File: src/rtl/led_scan_capture.sv
// Receive-side decoder for the 6x6 multiplexed LED scan bus: synchronizes the
// scan lines, latches settled slots and re-assembles/validates the time words.
module led_scan_capture #(
    parameter int SETTLE = 2
) (
    input  logic        clk,
    input  logic        reset_n,
    input  logic [5:0]  rows_in,
    input  logic [5:0]  columns_in,
    output logic        frame_valid,
    output logic        frame_err,
    output logic [11:0] hours_raw,
    output logic [11:0] min_coarse_raw,
    output logic [11:0] sec_coarse_raw,
    output logic [3:0]  hours_bin,
    output logic [3:0]  min_coarse_bin,
    output logic [3:0]  sec_coarse_bin,
    output logic [7:0]  err_count
);

    localparam logic [3:0]  SETTLE_C = 4'(SETTLE);
    localparam logic [5:0]  ROW_TOP  = 6'b100000;
    localparam logic [11:0] RAW_RST  = 12'b100000000000;

    typedef enum logic {HUNT, COLLECT} state_t;

    function automatic logic onehot12(input logic [11:0] w);
        return (w != '0) && ((w & (w - 12'd1)) == '0);
    endfunction

    function automatic logic [3:0] decode12(input logic [11:0] w);
        logic [3:0] b;
        b = '0;
        for (int i = 0; i < 12; i++)
            if (w[i]) b = 4'(11 - i);
        return b;
    endfunction

    logic [5:0]      rows_p0, rows_p1, cols_p0, cols_p1;
    logic [3:0]      stab_cnt;
    logic            stable, latch_now;
    logic [5:0]      lat_row_p2, lat_col_p2;
    logic            vld_p2;

    // Stage p0/p1: two-flop synchronizers and stability counter
    assign stable    = ({rows_p0, cols_p0} == {rows_p1, cols_p1});
    assign latch_now = stable && (stab_cnt == SETTLE_C - 4'd1);

    always_ff @(posedge clk or negedge reset_n) begin
        if (!reset_n) begin
            rows_p0  <= '0;
            rows_p1  <= '0;
            cols_p0  <= '0;
            cols_p1  <= '0;
            stab_cnt <= '0;
            vld_p2   <= 1'b0;
        end else begin
            rows_p0 <= rows_in;
            rows_p1 <= rows_p0;
            cols_p0 <= columns_in;
            cols_p1 <= cols_p0;
            if (!stable)
                stab_cnt <= '0;
            else if (stab_cnt != SETTLE_C)
                stab_cnt <= stab_cnt + 4'd1;
            vld_p2 <= latch_now;
        end
    end

    // Stage p2: latched slot
    always_ff @(posedge clk) begin
        if (latch_now) begin
            lat_row_p2 <= rows_p1;
            lat_col_p2 <= cols_p1;
        end
    end

    // Stage p3: frame assembly FSM and registered outputs
    state_t          state, state_n;
    logic [2:0]      idx, idx_n;
    logic [5:0][5:0] halves, halves_n;
    logic [5:0]      exp_row;
    logic [11:0]     word_h, word_m, word_s;
    logic            valid_n, err_n;
    logic [11:0]     hr_n, mr_n, sr_n;
    logic [3:0]      hb_n, mb_n, sb_n;
    logic [7:0]      errcnt_n;

    // The final half-word is taken straight from the latch so the check lands one edge after it.
    assign word_h  = {halves[0], halves[1]};
    assign word_m  = {halves[2], halves[3]};
    assign word_s  = {halves[4], lat_col_p2};
    assign exp_row = ROW_TOP >> idx;

    always_comb begin
        state_n  = state;
        idx_n    = idx;
        halves_n = halves;
        valid_n  = 1'b0;
        err_n    = 1'b0;
        hr_n     = hours_raw;
        mr_n     = min_coarse_raw;
        sr_n     = sec_coarse_raw;
        hb_n     = hours_bin;
        mb_n     = min_coarse_bin;
        sb_n     = sec_coarse_bin;
        if (vld_p2) begin
            case (state)
                HUNT: begin
                    if (lat_row_p2 == ROW_TOP) begin
                        halves_n[0] = lat_col_p2;
                        idx_n       = 3'd1;
                        state_n     = COLLECT;
                    end
                end
                COLLECT: begin
                    if (lat_row_p2 == exp_row) begin
                        halves_n[idx] = lat_col_p2;
                        if (idx == 3'd5) begin
                            state_n = HUNT;
                            idx_n   = 3'd0;
                            if (onehot12(word_h) && onehot12(word_m) && onehot12(word_s)) begin
                                valid_n = 1'b1;
                                hr_n    = word_h;
                                mr_n    = word_m;
                                sr_n    = word_s;
                                hb_n    = decode12(word_h);
                                mb_n    = decode12(word_m);
                                sb_n    = decode12(word_s);
                            end else begin
                                err_n = 1'b1;
                            end
                        end else begin
                            idx_n = idx + 3'd1;
                        end
                    end else begin
                        err_n = 1'b1;
                        if (lat_row_p2 == ROW_TOP) begin
                            halves_n[0] = lat_col_p2;
                            idx_n       = 3'd1;
                        end else begin
                            state_n = HUNT;
                            idx_n   = 3'd0;
                        end
                    end
                end
                default: begin
                    state_n = HUNT;
                    idx_n   = 3'd0;
                end
            endcase
        end
        errcnt_n = (err_n && (err_count != 8'hFF)) ? err_count + 8'd1 : err_count;
    end

    always_ff @(posedge clk) begin
        halves <= halves_n;
    end

    always_ff @(posedge clk or negedge reset_n) begin
        if (!reset_n) begin
            state          <= HUNT;
            idx            <= '0;
            frame_valid    <= 1'b0;
            frame_err      <= 1'b0;
            hours_raw      <= RAW_RST;
            min_coarse_raw <= RAW_RST;
            sec_coarse_raw <= RAW_RST;
            hours_bin      <= '0;
            min_coarse_bin <= '0;
            sec_coarse_bin <= '0;
            err_count      <= '0;
        end else begin
            state          <= state_n;
            idx            <= idx_n;
            frame_valid    <= valid_n;
            frame_err      <= err_n;
            hours_raw      <= hr_n;
            min_coarse_raw <= mr_n;
            sec_coarse_raw <= sr_n;
            hours_bin      <= hb_n;
            min_coarse_bin <= mb_n;
            sec_coarse_bin <= sb_n;
            err_count      <= errcnt_n;
        end
    end

endmodule
File: config.mk
export PLATFORM = sky130hd
export DESIGN_NAME = led_scan_capture
export DESIGN_NICKNAME = d
export VERILOG_FILES = /design/src/rtl/led_scan_capture.sv
export SDC_FILE = /design/constraint.sdc
export NUM_CORES = 1
export LEC_CHECK = 0
export CAP_MARGIN = 20
export CORE_MARGIN = 4
export CORE_UTILIZATION = 55
export DETAILED_ROUTE_END_ITERATION = 16
export PLACE_DENSITY = 0.79
export SLEW_MARGIN = 30
export SYNTH_ARGS = -nofsm -noshare
export SYNTH_HDL_FRONTEND = slang
export SYNTH_SLANG_ARGS = --single-unit
File: constraint.sdc
create_clock -name clk -period 6.4 [get_ports clk]
set_clock_uncertainty 0.05 [all_clocks]
set_input_delay 0.64 -clock clk [delete_from_list [all_inputs] [get_ports clk]]
set_output_delay 0.64 -clock clk [all_outputs]
set_load 0.005 [all_outputs]
==> summary.txt <==
LOGIC SYNTHESIS
----------------------------------------------------------------------------------------------------
Dominant synthesized flop cell                                                               dfrtp_1
Warnings from Yosys                                                                                0
Synth top area cells                                                                    dfrtp_1 (38%), edfxtp_1 (22%), mux2_2 (8.2%)
Register bit total from synthesis                                                                133
Number of instances in the synthesized netlist                                                   450
Most used standard cell by instance count after synthesis                                    dfrtp_1
Cell Area, Synth                                                                         0.00579 mm2
Post-synth top area cell                                                                     dfrtp_1
List of most frequent post-synthesis cells                                              dfrtp_1 (88), edfxtp_1 (42), mux2_2 (42), nor2_1 (22), xnor2_1 (20)
Sequential area share after synthesis                                                          0.611
Area fraction of the dominant cell type after synthesis                                        0.380
Post-synth cell types                                                                             58
Synth async-reset ratio                                                                        0.684
Post-Synthesis Net Count                                                                         469
Number of flops mapped to enable cells by yosys                                                   42
Avg Synthesized Cell Area                                                                   12.9 um2

STA
----------------------------------------------------------------------------------------------------
Setup violators final                                                                              0
Slew at the pin with the worst max-slew slack                                               0.936 ns
Tcrit/Tclk final                                                                               0.655
Sum Neg Setup Slack                                                                             0 ns
Final Hold Vio Count                                                                               0
F_max                                                                                        238 MHz
RSZ-0062 raised after global routing                                                           false
Min Clock Period, post-route                                                                 4.19 ns
Smallest setup slack after layout                                                            2.21 ns
Total count of max-transition violations in the final report                                       0
Relative max-transition margin                                                                 0.370

RUN
----------------------------------------------------------------------------------------------------
Max-capacitance violation count                                                                    0

GLOBAL ROUTE
----------------------------------------------------------------------------------------------------
Global-route wire length before repair                                                      20100 um
Initial antenna violation count                                                                    0
Via count of the first global-routing pass                                                      3935
Remaining Overflow, GRT                                                                            0
Pin count of the biggest net entering global routing                                              50
Total Routing Usage GR                                                                         0.206

CLOCK TREE
----------------------------------------------------------------------------------------------------
Clock Root Buffer                                                                           clkbuf_8
Post-CTS Hold Buffers                                                                              0
Resize count post-CTS                                                                              0
Post-CTS Setup Bufs                                                                                0
Inserted Clock Buffers                                                                            17
Clk_lat worst skew                                                                           0.52 ns
Clock-pin slew reported for the worst setup and hold paths after clock tree synthesis        0.06 ns
H-tree depth reported by CTS                                                                       4
Clock tree from TritonCTS                                                                        yes
CTS sink count                                                                                   133
Clock Path Buffers                                                                                 2

DRT
----------------------------------------------------------------------------------------------------
Antenna-violating nets left                                                                        0
Number of detailed-route iterations in the first pass                                              6
Post-Route WL                                                                               12200 um
Starting DRC count in detailed routing                                                           313
Total via count after detailed routing                                                          4034
Average wire per standard cell                                                               18.0 um
Detail-routed via count per cell                                                                5.95
Post-route DRC violation count                                                                     0

FLOORPLANNING
----------------------------------------------------------------------------------------------------
Horizontal die dimension                                                                      111 um
Placement Rows                                                                                    37
Placeable core area                                                                       0.0103 mm2
Die area                                                                                  0.0122 mm2
Die outline height                                                                            111 um
I/O pin count                                                                                     72
Initial core utilization                                                                       0.564

FINAL LAYOUT
----------------------------------------------------------------------------------------------------
Finished layout cell area                                                                0.00721 mm2
Non-filler cells, final                                                                          678
Share of post-route cells with drive strength above 1                                          0.175
Antenna cell count                                                                                 0
Synthesis-to-layout area growth                                                                24.5%
End-of-flow core utilization                                                                   0.702
Final-stage net count                                                                            548

WORST SETUP PATH
----------------------------------------------------------------------------------------------------
Critical Path AT                                                                             4.55 ns
Worst setup path startpoint                                                             lat_col_p2[3]$_DFFE_PP_
Launching point of the worst reg2reg path                                               lat_col_p2[3]$_DFFE_PP_
Crit path launch type                                                                           flop
Kind of critical path                                                                   flop to flop
Critical Path Fanout Max                                                                          41
Req. time, crit path                                                                         6.75 ns
Kind of capture point of the worst setup path                                                   flop

PWR
----------------------------------------------------------------------------------------------------
Maximum resistive drop on vdd                                                               0.202 mV
Pwr Density                                                                               257 mW/mm2
Static power due to leakage                                                               0.00301 uW

PLACED DESIGN
----------------------------------------------------------------------------------------------------
Port Buffers                                                                                      71
Post-placement setup slack                                                                   2.29 ns
Cell Area, Placed                                                                        0.00663 mm2
Cell total after placement                                                                       646
HPWL Detailed                                                                                8350 um
Final GP Congestion                                                                            0.969

OUTCOME
----------------------------------------------------------------------------------------------------
Status                                                                                  finished clean

MIN PATH
----------------------------------------------------------------------------------------------------
Class of the worst hold path                                                            input pin to asynchronous set/reset pin

per-stage QoR:
step,power (uW),hold slack [ns]
final,1860,0.0611
after global routing,1920,0.0849
after CTS,1870,0.0651
after detailed placement,932,0.330
after global placement,931,0.331
after floorplan,910,0.294
final timing paths:
check,to,slack (ns),cells after the start
setup reg to reg,hours_raw[4]$_DFFE_PN0P_,2.21,7
hold reg to reg,rows_p1[3]$_DFF_PN0_,0.34,0
min in group clk,rows_p1[3]$_DFF_PN0_,0.34,0
max in group asynchronous,sec_coarse_bin[2]$_DFFE_PN0P_,5.23,2
setup / recovery,hours_raw[4]$_DFFE_PN0P_,2.21,7
hold / removal,min_coarse_bin[0]$_DFFE_PN0P_,0.06,1
flip-flops by register name, summed over array words and instances, names as in the netlist, 8 cells and up:
name,count
hours_raw,12
err_count,8
sec_coarse_raw,12
min_coarse_raw,12
halves,30
cell type report:
class | count | area, um2
clock buffer | 17 | 414
clock inverter | 15 | 163
fill | 734 | 3060
inverter | 18 | 67.6
multi-input combinational | 284 | 2120
sequential | 133 | 3540
tap | 136 | 170
timing repair buffer | 75 | 738
cells by family (layout without fill, tap and decap cells):
| kind of cell | after synthesis | after routing | share of synthesized area |
|---|---|---|---|
| XOR/XNOR | 22 | 22 | 0.0333 |
| AO/OA/AOI/OAI | 75 | 75 | 0.0879 |
| adder cells (fa/ha/maj) | 5 | 5 | 0.0108 |
| AND/OR/NAND/NOR | 129 | 129 | 0.126 |
| buffers and inverters | 33 | 125 | 0.0240 |
| multiplexers | 53 | 53 | 0.107 |
| flip-flops | 133 | 133 | 0.611 |
cell usage in the layout, fill, tap and decap left out, types with 4 or more instances in the layout:
master,count
and3_1,9
nand3_1,10
nor2_1,22
or4_1,7
inv_6,8
o31ai_1,4
xnor2_1,20
nand2b_1,4
a21oi_1,14
o211ai_1,4
edfxtp_1,42
mux2_2,42
nor2b_1,4
o21bai_1,6
nor3_1,13
a22oi_1,4
mux2i_1,4
mux2_4,7
dfrtp_1,88
a22o_1,6
o21ai_0,15
nand2_1,13
a211oi_1,5
clkbuf_16,16
nand4_1,12
clkdlybuf4s50_1,70
and2_1,5
inv_1,18
ha_1,5
nor4_1,14
buf_4,5
per-layer routing:
layer	track usage	wire length, um
met4	0.0714	153
met1	0.262	5160
met3	0.0652	854
met5	0	0
met2	0.333	6030
report_power, final:
| part | internal, uW | total, uW | switching (uW) |
|---|---|---|---|
| Combinational | 12.3 | 26.8 | 14.5 |
| Clock | 563 | 940 | 377 |
| Sequential | 883 | 888 | 5.43 |
| Total | 1460 | 1860 | 397 |
worst max-delay path: stages, from the launching register on:
cell and delay, ns:
edfxtp_1 0.61, nor4_1 0.89, o2111ai_1 0.21, or4_1 0.53
nor4_1 0.45, nand4_1 0.47, buf_4 0.47, mux2_4 0.36
Power figures use the tool's default switching activity.
